==> config.mk <==
export PLATFORM = sky130hd
export DESIGN_NAME = counter_scheduler
export DESIGN_NICKNAME = d
export VERILOG_FILES = /design/src/rtl/counter_sched_pkg.sv /design/src/rtl/tick_counter.sv /design/src/rtl/counter_scheduler.sv
export SDC_FILE = /design/constraint.sdc
export NUM_CORES = 1
export LEC_CHECK = 0
export CAP_MARGIN = 20
export CORE_MARGIN = 4
export CORE_UTILIZATION = 54
export CTS_CLUSTER_SIZE = 20
export DETAILED_ROUTE_END_ITERATION = 16
export PLACE_DENSITY = 0.84
export SLEW_MARGIN = 20
export SYNTH_ARGS = -nofsm -noshare
export SYNTH_HDL_FRONTEND = slang
export SYNTH_SLANG_ARGS = --single-unit
==> constraint.sdc <==
create_clock -name CLK -period 3.1 [get_ports CLK]
set_clock_uncertainty 0.1 [all_clocks]
set_input_delay 0.62 -clock CLK [delete_from_list [all_inputs] [get_ports CLK]]
set_output_delay 0.62 -clock CLK [all_outputs]
set_load 0.05 [all_outputs]
==> src/rtl/counter_sched_pkg.sv <==
// counter_sched_pkg: FSM state encoding and default counter width shared by the scheduler files
package counter_sched_pkg;
  localparam int CW_DEFAULT = 8;
  typedef enum logic [1:0] {IDLE, LOAD, RUN, FINISH} state_t;
endpackage

==> src/rtl/tick_counter.sv <==
// tick_counter: CW-bit interval count (clr/inc) and 32-bit wrapping run-cycle count (run); clk, async active-low rst_n
module tick_counter
  import counter_sched_pkg::*;
#(
  parameter int CW = CW_DEFAULT
) (
  input  logic          clk,
  input  logic          rst_n,
  input  logic          clr,
  input  logic          inc,
  input  logic          run,
  output logic [CW-1:0] count,
  output logic [31:0]   count_32
);
  logic [CW-1:0] count_q, count_d;
  logic [31:0]   c32_q, c32_d;
  always_comb begin
    count_d = clr ? '0 : inc ? count_q + CW'(1) : count_q;
    c32_d   = run ? c32_q + 32'd1 : c32_q;
  end
  always_ff @(posedge clk or negedge rst_n) begin
    if (!rst_n) begin
      count_q <= '0;
      c32_q   <= '0;
    end else begin
      count_q <= count_d;
      c32_q   <= c32_d;
    end
  end
  assign count    = count_q;
  assign count_32 = c32_q;
endmodule

==> src/rtl/counter_scheduler.sv <==
// counter_scheduler: two-requester round-robin interval timer; REQ/LEN0/LEN1 in, GNT/DONE/BUSY/COUNT/COUNT_32BIT out; CLK, async active-low RESET
module counter_scheduler
  import counter_sched_pkg::*;
#(
  parameter int CW = CW_DEFAULT
) (
  input  logic          CLK,
  input  logic          RESET,
  input  logic [1:0]    REQ,
  input  logic [CW-1:0] LEN0,
  input  logic [CW-1:0] LEN1,
  output logic [1:0]    GNT,
  output logic [1:0]    DONE,
  output logic          BUSY,
  output logic [CW-1:0] COUNT,
  output logic [31:0]   COUNT_32BIT
);
  state_t        state_q, state_d;
  logic [1:0]    gnt_q, gnt_d;
  logic [CW-1:0] target_q, target_d;
  logic          last_q, last_d;
  logic          win, req_g, clr, inc;
  assign win   = &REQ ? ~last_q : REQ[1] & ~REQ[0];
  assign req_g = |(REQ & gnt_q);
  always_comb begin
    state_d  = state_q;
    gnt_d    = gnt_q;
    target_d = target_q;
    last_d   = last_q;
    clr      = 1'b0;
    inc      = 1'b0;
    case (state_q)
      IDLE: if (|REQ) begin
        state_d  = LOAD;
        gnt_d    = win ? 2'b10 : 2'b01;
        target_d = win ? LEN1 : LEN0;
        clr      = 1'b1;
      end
      LOAD, RUN: if (!req_g) begin
        state_d = IDLE;
        gnt_d   = 2'b00;
        last_d  = gnt_q[1];
      end else if (state_q == LOAD) begin
        state_d = target_q == '0 ? FINISH : RUN;
      end else begin
        inc     = 1'b1;
        state_d = COUNT == target_q - CW'(1) ? FINISH : RUN;
      end
      default: begin
        state_d = IDLE;
        gnt_d   = 2'b00;
        last_d  = gnt_q[1];
      end
    endcase
  end
  always_ff @(posedge CLK or negedge RESET) begin
    if (!RESET) begin
      state_q  <= IDLE;
      gnt_q    <= 2'b00;
      target_q <= '0;
      last_q   <= 1'b1;
    end else begin
      state_q  <= state_d;
      gnt_q    <= gnt_d;
      target_q <= target_d;
      last_q   <= last_d;
    end
  end
  tick_counter #(.CW(CW)) u_tick (
    .clk      (CLK),
    .rst_n    (RESET),
    .clr      (clr),
    .inc      (inc),
    .run      (state_q == RUN),
    .count    (COUNT),
    .count_32 (COUNT_32BIT)
  );
  assign GNT  = gnt_q;
  assign DONE = state_q == FINISH ? gnt_q : 2'b00;
  assign BUSY = state_q == LOAD || state_q == RUN;
endmodule

# [Word level (Yosys, flattened, before mapping)]
# Cells that the tools add are included.
[totals] in_bits=20 out_inout_bits=45 reg_bits=53 wordCells=53
[classes] muxes=22 bitwise_logic=5 addsub=3 n_eq_ne=6 n_reduce_logical=11
[ops] op="adder 32 x 1 -> 32 bit (second input constant)" count=1
[ops] op="2-to-1 mux 8 bit" count=3
[ops] op="2-to-1 mux 2 bit" count=6
[ops] op="2-to-1 mux 1 bit" count=10
[ops] op="adder 8 x 1 -> 8 bit (second input constant)" count=1
[ops] op="equality test 8 bit" count=1
[ops] op="zero test 8 bit" count=1
[ops] op="one-hot mux 2 bit (2 select lines)" count=2
[ops] op="AND reduction 2 bit" count=4
[ops] op="subtractor 8 x 1 -> 8 bit (second input constant)" count=1
[ops] op="OR reduction 2 bit" count=3
[ops] op="equality test 2 bit (second input constant)" count=2
[ops] op="inequality test 2 bit (second input constant)" count=2
[ops] op="inverter 1 bit" count=3
[ops] op="bitwise AND 2 bit" count=1
[ops] op="equality test 2 x 1 -> 1 bit (second input constant)" count=1
[ops] op="zero test 2 bit" count=1
[ops] op="one-hot mux 1 bit (2 select lines)" count=1
[ops] op="nonzero test 2 bit" count=1
[ops] op="bitwise AND 1 bit" count=1
[ops] op="logical OR 1 bit" count=1

# [Longest topological paths before layout]
# Gate-level depths: netlist (run 1).
[depth] ltp_word=6 ltp_mapped=8 mapped_depth_nobuf=7

# [Cells and area by module]
# Synthesis (run 1) repeated with hierarchy kept, for this count alone.
[unflattened] cells_unflattened=266 hier_area_um2=2812.7
[modules_own_cells] module="tick_counter" seq_area_each_um2=1001.0 area_per_inst_um2=1818.0 cells_per_inst=155 n_inst=1
[modules_own_cells] module="counter_scheduler" seq_area_each_um2=326.6 area_per_inst_um2=994.7 cells_per_inst=111 n_inst=1

# [Worst setup path after synthesis (run 1)]
# OpenSTA, ideal clock, no wires.
[synth_path] path_kind="register to register" start="register state_q[0]" end="register u_tick.count_q[5] (netlist: u_tick.count[5])" required_ps=2868 setup_ps=132 path_buffers=0 synth_period_minus_slack_ps=2215 arrival_time_ps=1983 path_slack_ps=885 stages_incl_launch_ff=8 cell_sequence="dfrtp_1 > inv_1 > ha_1 > inv_1 > nor4_1 > nand3_1 > xor2_1 > nor2_1"
[synth_via] elab_chain_cells=5 elab_cells_between_ends=10 classes_between="eq/ne: 2; mux: 5; reduce/logical: 3"
[synth_lines] item="from (decl)" line="counter_scheduler.sv:18" source="state_t state_q, state_d;"
[synth_lines] item="from (signal assigned)" line="counter_scheduler.sv:63" source="state_q <= state_d;"
[synth_lines] item="equality test 2 x 1 -> 1 bit" line="counter_scheduler.sv:32, counter_scheduler.sv:43"
[synth_lines] item="2-to-1 mux 1 bit" line="counter_scheduler.sv:43" source="end else if (state_q == LOAD) begin"
[synth_lines] item="2-to-1 mux 1 bit" line="counter_scheduler.sv:39" source="LOAD, RUN: if (!req_g) begin"
[synth_lines] item="2-to-1 mux 1 bit" line="counter_scheduler.sv:32" source="case (state_q)"
[synth_lines] item="nonzero test 2 bit (no source line)"
[synth_lines] item="to (signal assigned)" line="tick_counter.sv:26" source="count_q <= count_d;"
[synth_lines] item="to (decl)" line="tick_counter.sv:15" source="logic [CW-1:0] count_q, count_d;"
# Several ways; a longest one is shown, not always the timed one.
# A chain may end at the register's enable or synchronous reset.

# [Final worst setup path (run 1)]
[layout_path] start="register state_q[0]" end="output BUSY"
[layout_via] elab_chain_cells=2 elab_cells_between_ends=3 classes_between="eq/ne: 2; reduce/logical: 1"
[layout_lines] item="equality test 2 x 1 -> 1 bit / equality test 2 bit (equally long branches)" line="counter_scheduler.sv:80" source="assign BUSY = state_q == LOAD || state_q == RUN;"
[layout_lines] item="logical OR 1 bit (*)" line="counter_scheduler.sv:80"
[layout_lines] item="to (decl)" line="counter_scheduler.sv:14" source="output logic BUSY,"
# Mark *: on every way between the ends. The rest lies on a longest branch, timed or not.

==> results of run 1 <==
[synth_stat cells (2+ instances only)]
cell	instances	area [um^2]
nor4_1	2	12.51
inv_1	6	22.52
a22oi_1	2	15.01
mux2i_1	9	90.09
and2_4	2	17.52
xnor2_2	3	48.80
nor3_1	8	40.04
nand3_1	17	85.08
nor2_1	18	67.56
dfrtp_1	52	1301
buf_2	2	10.01
mux2_2	2	22.52
and2_1	2	12.51
nand4_1	7	43.79
xnor2_1	27	236.5
clkbuf_1	4	15.01
nand3_2	5	50.05
nand2b_1	3	18.77
o21ai_0	14	70.07
nand2_1	25	93.84
and4_1	2	17.52
xor2_1	18	157.7
nand2_2	3	18.77
ha_1	9	112.6
and3_1	8	50.05
[report_power, final]
part	internal (uW)	switching, uW	total, uW	leakage (uW)
Combinational	384	572	956	0.000844
Sequential	805	165	970	0.000713
Clock	163	240	403	0.0000447
[how the worst min path moves through the flow]
| stage | from | end | slack [ns] |
|---|---|---|---|
| 4_1_cts | RESET | u_tick.count_32[13] | 0.12 |
| 3_5_place_dp | u_tick.count_32[31] | u_tick.count_32[31] | 0.37 |
| 3_3_place_gp | u_tick.count_32[31] | u_tick.count_32[31] | 0.36 |
| 2_1_floorplan | RESET | GNT[0] | 0.22 |
| 5_1_grt | RESET | u_tick.count_32[10] | 0.14 |
| 6_report | RESET | u_tick.count_32[12] | 0.12 |
[per-stage QoR]
stage	utilization, %	cell area (um^2)
after global routing	71.35	3667
after global placement	69.52	3573
final	71.35	3667
after floorplan	-	2872
after detailed placement	69.52	3573
after CTS	71.35	3667
[sequential cells by signal (all words and copies together), names as in the netlist]
name / count
u_tick.count: 8
GNT: 2
last_q: 1
target_q: 8
u_tick.count_32: 32
state_q: 2
[layout by cell type, fill, tap and decap left out, types with 2 or more instances in the layout]
master and count:
dfrtp_1 52, mux2i_1 9, a22oi_1 2, and4_1 2, nand3_1 17, clkbuf_8 5
mux2_2 2, nand2_1 25, nand3_2 5, buf_4 3, and2_1 2, nor4_1 2
and2_4 2, ha_1 9, xnor2_1 27, nand2_2 3, inv_1 6, nor2_1 18
nor3_1 8, nand4_1 7, xor2_1 18, xnor2_2 3, nand2b_1 3, clkdlybuf4s50_1 63
o21ai_0 14, and3_1 8
[cells by family after synthesis]
kind of cell	after synthesis	synth area share [%]
AOI/OAI and AO/OA	25	5.316
xor gates and xnor gates	48	15.43
adders and majority gates	9	3.922
buffers and inverters	14	2.309
DFF	53	46.23
muxes	11	3.922
and+or+nand+nor	114	22.88
[metal layers]
layer / up-vias / GRT usage [%] / part of all wire, % / wire [um]
li1: 1083 / - / - / -
met1: 1080 / 23.64 / 42 / 2540
met2: 63 / 35.47 / 52 / 3152
met3: 10 / 3.880 / 4.3 / 261
met4: 0 / 6.926 / 1.5 / 92
met5: - / 0 / 0 / 0
[cell type report]
| class | count | area, um^2 |
|---|---|---|
| inverters | 6 | 22.52 |
| clock buffers | 5 | 68.82 |
| clock inverters | 3 | 25.02 |
| flip-flops and latches | 53 | 1328 |
| repair buffers | 67 | 658.1 |
| fillers | 418 | 1473 |
| well taps | 70 | 87.58 |
| multi-input cells | 207 | 1478 |
==> results.sh, run 1 <==
export IMPL_run_status="finished clean"
export IMPL_whs_ns=0.1160
export IMPL_critical_path_max_stage_delay_ns=0.85
export IMPL_syn_area_per_cell_um2=10.48
export IMPL_initial_utilization_pct=55.87
export IMPL_wl_per_cell_um=14.71
export IMPL_nets=369
export IMPL_ys_types=49
export IMPL_critPathSlowestCell="clkdlybuf4s50_1"
export IMPL_hold_viol=0
export IMPL_cts_setup_buffers=0
export IMPL_path_depth=3
export IMPL_cts_tree="yes"
export IMPL_grt_pass1_vias=2199
export IMPL_crit_chain="inv_1 -> ha_1 -> clkdlybuf4s50_1"
export IMPL_total_power_uw=2329
export IMPL_crit_buf_inv=2
export IMPL_cts_resized_gates=0
export IMPL_rows=26
export IMPL_synth_edf_count=0
export IMPL_cts_inserted_buffers=5
export IMPL_clk_latency_ns=0.31
export IMPL_die_area_mm2=0.006548
export IMPL_viasPerCell=5.440
export IMPL_clkTransAtPathRegs_ns=0.10
export IMPL_r2r_end="u_tick.count_32[28]"
export IMPL_drv_cap=0
export IMPL_arrival_ns=2.01
export IMPL_critPathLaunchType="flip-flop"
export IMPL_ir_worst_vdd_v=0.0004389
export IMPL_area_delta_synth_final_pct=27.71
export IMPL_final_setup_viol_count=0
export IMPL_fmax_mhz=366.0
export IMPL_num_antenna_cells=0
export IMPL_reg2reg_from="state_q[0]"
export IMPL_synth_ff_type="dfrtp_1"
export IMPL_first_pass_iters=4
export IMPL_cts_hold_buf=0
export IMPL_synth_seq_cells=53
export IMPL_hpwlAfterDp_um=4737
export IMPL_ant_nets=0
export IMPL_drive_above_1_share_pct=10.26
export IMPL_grt_overflow=0
export IMPL_worst_r2r_cell_count=7
export IMPL_die_w_um=80.92
export IMPL_setup_tns_final_ns=0
export IMPL_syn_cell_area_mm2=0.002872
export IMPL_hp_class="in -> async"
export IMPL_path_max_fanout=5
export IMPL_clockBufferDepth=2
export IMPL_placed_cells=403
export IMPL_worst_pin_slew_ns=0.5291
export IMPL_wl_um=6045
export IMPL_ff2ff_setup_slack_ns=0.85
export IMPL_critPathTopFamily="buffers and inverters"
export IMPL_grt_antenna_before_repair=0
export IMPL_vias=2236
export IMPL_grt_pass1_wl_um=10150
export IMPL_grt_max_degree=36
export IMPL_power_leakage_uw=0.001602
export IMPL_cp_endpoint="BUSY"
export IMPL_port_buffers=64
export IMPL_fin_ws_ns=0.3676
export IMPL_crit_path_start="state_q[0]"
export IMPL_htreeDepth=2
export IMPL_synth_cells=274
export IMPL_first_iter_violations=69
export IMPL_p_per_area_mw_per_mm2=635.0
export IMPL_synth_warnings=0
export IMPL_core_area_mm2=0.005140
export IMPL_async_reset_ff_share_pct=100.0
export IMPL_cp_required_ns=2.38
export IMPL_synth_seq_area_share_pct=46.23
export IMPL_critical_path_endpoint_type="output pin"
export IMPL_grt_usage_pct=19.82
export IMPL_clock_sinks=53
export IMPL_num_io_pins=65
export IMPL_finalCriticalPeriod_ns=2.732
export IMPL_slew_viol_final=0
export IMPL_rsz0062_at_grt="false"
export IMPL_crit_type="reg -> out"
export IMPL_fin_crit_sh_pct=88.14
export IMPL_layout_cells_non_filler=411
export IMPL_gp_congestion=0.8044
export IMPL_drcViolationCount=0
export IMPL_dieHeight_um=80.92
export IMPL_root_buffer="clkbuf_8"
export IMPL_synth_nets=303
export IMPL_max_slew_margin_pct=64.40
export IMPL_place_ws_ns=0.5633
Note: power is estimated with default switching activity, not from simulation.
==> run 2, diff against run 1 <==
--- a/config.mk
+++ b/config.mk
@@ -5,10 +5,7 @@
 export SDC_FILE = /design/constraint.sdc
 export NUM_CORES = 1
 export LEC_CHECK = 0
-export CAP_MARGIN = 20
-export CORE_MARGIN = 4
 export CORE_UTILIZATION = 54
-export CTS_CLUSTER_SIZE = 20
 export DETAILED_ROUTE_END_ITERATION = 16
 export PLACE_DENSITY = 0.84
 export SLEW_MARGIN = 20
==> results.sh, run 2 (same netlist as run 1, synthesis figures left out) <==
export IMPL_num_antenna_cells=0
export IMPL_ir_worst_vdd_v=0.0004006
export IMPL_setup_tns_final_ns=0
export IMPL_first_iter_violations=92
export IMPL_nets=370
export IMPL_grt_busiest_layer="met2"
export IMPL_critPathLaunchType="flip-flop"
export IMPL_drv_cap=0
export IMPL_hpwlAfterDp_um=4354
export IMPL_grt_max_degree=33
export IMPL_vias=2226
export IMPL_dieHeight_um=74.92
export IMPL_cts_hold_buf=0
export IMPL_rsz0062_at_grt="false"
export IMPL_grt_usage_pct=22.67
export IMPL_area_delta_synth_final_pct=28.02
export IMPL_fin_crit_sh_pct=88.70
export IMPL_die_area_mm2=0.005613
export IMPL_grtUsageMet2_pct=41.14
export IMPL_fmax_mhz=363.7
export IMPL_grt_antenna_before_repair=0
export IMPL_cts_setup_buffers=0
export IMPL_grt_pass1_wl_um=9908
export IMPL_slew_viol_final=0
export IMPL_clockBufferDepth=2
export IMPL_cp_required_ns=2.38
export IMPL_drive_above_1_share_pct=10.53
export IMPL_run_status="finished clean"
export IMPL_clkTransAtPathRegs_ns=0.10
export IMPL_ant_nets=0
export IMPL_hold_viol=0
export IMPL_whs_ns=0.2295
export IMPL_met1_usage_pct=28.51
export IMPL_hp_class="in -> async"
export IMPL_use_met3_pct=2.811
export IMPL_die_w_um=74.92
export IMPL_clk_latency_ns=0.31
export IMPL_wl_um=5674
export IMPL_worst_pin_slew_ns=0.6743
export IMPL_num_io_pins=65
export IMPL_wl_per_cell_um=13.77
export IMPL_clock_sinks=53
export IMPL_port_buffers=64
export IMPL_critical_path_endpoint_type="output pin"
export IMPL_root_buffer="clkbuf_8"
export IMPL_final_cell_mix="clkdlybuf4s50_1 (63), dfrtp_1 (52), xnor2_1 (27), nand2_1 (25)"
export IMPL_p_per_area_mw_per_mm2=634.2
export IMPL_rows=26
export IMPL_gp_congestion=0.8578
export IMPL_htreeDepth=2
export IMPL_power_leakage_uw=0.001604
export IMPL_first_pass_iters=5
export IMPL_final_setup_viol_count=0
export IMPL_max_slew_margin_pct=55.05
export IMPL_final_area_mm2=0.003676
export IMPL_worst_r2r_cell_count=7
export IMPL_fillCellCount=396
export IMPL_cts_tree="yes"
export IMPL_grt_overflow=0
export IMPL_viasPerCell=5.403
export IMPL_grt_pass1_vias=2231
export IMPL_cts_inserted_buffers=5
export IMPL_initial_utilization_pct=56.22
export IMPL_total_power_uw=2331
export IMPL_core_area_mm2=0.005107
export IMPL_crit_type="reg -> out"
export IMPL_path_max_fanout=5
export IMPL_finalCriticalPeriod_ns=2.750
export IMPL_arrival_ns=2.03
export IMPL_placed_area_mm2=0.003581
export IMPL_largest_reg_flops=32
export IMPL_cts_resized_gates=0
export IMPL_final_common_cell="clkdlybuf4s50_1"
export IMPL_drcViolationCount=0
[run 2: through the flow]
step / instances / setup WS [ns] / utilization [%]
5_1_grt: 412 / 0.2623 / 71.97
2_1_floorplan: 274 / 0.8849 / -
3_3_place_gp: 404 / 0.6978 / 70.11
3_5_place_dp: 404 / 0.5964 / 70.11
4_1_cts: 412 / 0.3494 / 71.97
6_report: 412 / 0.3504 / 71.97
[run 2: where the power goes]
group	switching (uW)	internal (uW)	total [uW]
clock network	237	164	402
logic	576	386	962
registers	163	805	968
total	976	1360	2330
[run 2: layout make-up]
type | count | area [um^2] | share of cell area, %
clock inverters | 3 | 26.28 | 0.7148
flip-flops and latches | 53 | 1328 | 36.11
clock buffers | 5 | 68.82 | 1.872
multi-input cells | 207 | 1478 | 40.20
repair buffers | 68 | 665.6 | 18.11
inverters | 6 | 22.52 | 0.6127
well taps | 70 | 87.58 | 2.383
[run 2: layer usage]
layer  wire [um]  vias up
li1            -     1082
met1        2497     1076
met2        2887       59
met3         213        9
met4          76        0
met5           0        -
[run 2: path summary, 6_finish.rpt]
path,startpoint,endpoint,slack (ns)
hold reg to reg,u_tick.count_32[31],u_tick.count_32[31],0.38
setup reg to reg,state_q[0],u_tick.count_32[26],0.86
min in group CLK,u_tick.count_32[31],u_tick.count_32[31],0.38
setup / recovery,state_q[0],BUSY,0.35
max in group asynchronous,RESET,last_q,1.94
hold / removal,RESET,u_tick.count_32[11],0.23
[run 2: worst max-delay path, stage by stage (launching register included)]
cell and delay (ns):
dfrtp_1 0.43, inv_1 0.09, ha_1 0.36, clkdlybuf4s50_1 0.84
==> run 3, diff against run 2 <==
--- a/config.mk
+++ b/config.mk
@@ -5,9 +5,10 @@
 export SDC_FILE = /design/constraint.sdc
 export NUM_CORES = 1
 export LEC_CHECK = 0
-export CORE_UTILIZATION = 54
+export CORE_UTILIZATION = 60
 export DETAILED_ROUTE_END_ITERATION = 16
-export PLACE_DENSITY = 0.84
+export DONT_BUFFER_PORTS = 1
+export PLACE_DENSITY = 0.75
 export SLEW_MARGIN = 20
 export SYNTH_ARGS = -nofsm -noshare
 export SYNTH_HDL_FRONTEND = slang
==> constraint.sdc (replaced) <==
create_clock -name CLK -period 3.1 [get_ports CLK]
set_clock_uncertainty 0.1 [all_clocks]
set_input_delay 0.62 -clock CLK [delete_from_list [all_inputs] [get_ports CLK]]
set_output_delay 0.62 -clock CLK [all_outputs]
set_load 0.02 [all_outputs]
==> results.sh, run 3 (same netlist as run 1, synthesis figures left out) <==
export IMPL_total_power_uw=2040
export IMPL_arrival_ns=2.33
export IMPL_ff_latch_area_mm2=0.001328
export IMPL_fillCellCount=358
export IMPL_final_area_mm2=0.003012
export IMPL_cts_tree="yes"
export IMPL_ant_nets=0
export IMPL_htreeDepth=2
export IMPL_drv_cap=0
export IMPL_crit_path_start="state_q[0]"
export IMPL_area_delta_synth_final_pct=4.880
export IMPL_nets=304
export IMPL_max_slew_margin_pct=41.45
export IMPL_path_max_fanout=7
export IMPL_cp_required_ns=3.19
export IMPL_clockBufferDepth=2
export IMPL_viasPerCell=5.979
export IMPL_critPathLaunchType="flip-flop"
export IMPL_crit_type="reg -> reg"
export IMPL_cts_hold_buf=1
export IMPL_grt_overflow=0
export IMPL_clkTransAtPathRegs_ns=0.09
export IMPL_core_area_mm2=0.004474
export IMPL_worst_pin_slew_ns=0.8723
export IMPL_final_common_cell="dfrtp_1"
export IMPL_root_buffer="clkbuf_8"
export IMPL_violations="design-rule violations"
export IMPL_num_io_pins=65
export IMPL_critical_path_endpoint_type="flip-flop"
export IMPL_fin_util_pct=67.31
export IMPL_cts_inserted_buffers=5
export IMPL_slew_viol_final=0
export IMPL_power_leakage_uw=0.001370
export IMPL_initial_utilization_pct=64.18
export IMPL_hold_viol=0
export IMPL_worst_r2r_cell_count=7
export IMPL_clk_latency_ns=0.30
export IMPL_ff2ff_setup_slack_ns=0.86
export IMPL_grt_pass1_wl_um=9121
export IMPL_reg2reg_from="state_q[0]"
export IMPL_drive_above_1_share_pct=11.23
export IMPL_grt_pass1_vias=1926
export IMPL_final_setup_viol_count=0
export IMPL_grt_max_degree=53
export IMPL_wl_per_cell_um=16.26
export IMPL_die_w_um=71.18
export IMPL_die_area_mm2=0.005067
export IMPL_hp_class="in -> async"
export IMPL_drcViolationCount=4
export IMPL_largest_reg_flops=32
export IMPL_ir_worst_vdd_v=0.0004216
export IMPL_vias=1961
export IMPL_grt_usage_pct=22.94
export IMPL_multi_input_area_mm2=0.001478
export IMPL_rows=24
export IMPL_fmax_mhz=447.2
export IMPL_finalCriticalPeriod_ns=2.236
export IMPL_grt_antenna_before_repair=0
export IMPL_wl_um=5332
export IMPL_clock_sinks=53
export IMPL_hpwlAfterDp_um=3925
export IMPL_setup_tns_final_ns=0
export IMPL_first_iter_violations=83
export IMPL_first_pass_iters=10
export IMPL_fin_crit_sh_pct=72.13
export IMPL_num_antenna_cells=0
export IMPL_cts_resized_gates=0
export IMPL_final_cell_mix="dfrtp_1 (52), xnor2_1 (27), nand2_1 (25), xor2_1 (18), nor2_1 (18)"
export IMPL_gp_congestion=0.8291
export IMPL_run_status="complete, but fails checks"
export IMPL_placed_cells=319
export IMPL_dieHeight_um=71.18
export IMPL_cts_setup_buffers=0
export IMPL_layout_cells_non_filler=328
export IMPL_placed_area_mm2=0.002900
export IMPL_port_buffers=0
export IMPL_p_per_area_mw_per_mm2=677.3
export IMPL_rsz0062_at_grt="false"
==> run 3: changes by cell type in the layout (fill, tap and decap cells not counted) <==
cell,before,now
buf_4,4,1
inv_8,1,0
clkinvlp_4,2,1
clkbuf_1,0,2
buf_2,1,0
a21boi_1,0,1
a21boi_0,1,0
clkdlybuf4s50_1,63,0
buf_16,0,1
==> run 3: worst paths after layout <==
path | endpoint
worst max-delay path | u_tick.count_32[26]
worst min-delay path | last_q
worst max register to register | u_tick.count_32[26]
worst min register to register | target_q[1]
max in group asynchronous | target_q[2]
min in group CLK | target_q[2]
==> run 3: layer usage <==
layer | wire (um) | track usage (%)
met2 | 2592 | 36.72
met3 | 222 | 6.553
met1 | 2443 | 30.31
met4 | 74 | 7.111
met5 | 0 | 0
==> run 3: area by class of cell <==
type	instances	area share (%)
flip-flops and latches	53	44.08
inverters	6	0.7478
well taps	52	2.160
clock buffers	7	2.534
multi-input cells	207	49.07
repair buffers	2	1.163
clock inverters	1	0.2493
==> run 3: power breakdown <==
part,leakage [uW],switching (uW),internal [uW]
combinational,0.000619,368,276
sequential,0.000713,216,804
clock,0.0000385,216,160
total,0.00137,800,1240
==> run 3: per-stage QoR <==
stage          setup slack, ns  hold WS [ns]
6_report                0.8638       0.04394
3_5_place_dp            0.8491        0.2258
4_1_cts                 0.8369       0.03575
2_1_floorplan            1.106        0.2244
3_3_place_gp            0.8962        0.2256
5_1_grt                 0.6959       0.02857
==> run 3: critical path, cell delays in order, from the launching register on <==
cell and delay (ns):
dfrtp_1 0.43, inv_1 0.10, ha_1 0.32, nand4_2 0.18, nor4_4 0.48, and3_4 0.30, nand2_2 0.07, xnor2_2 0.14
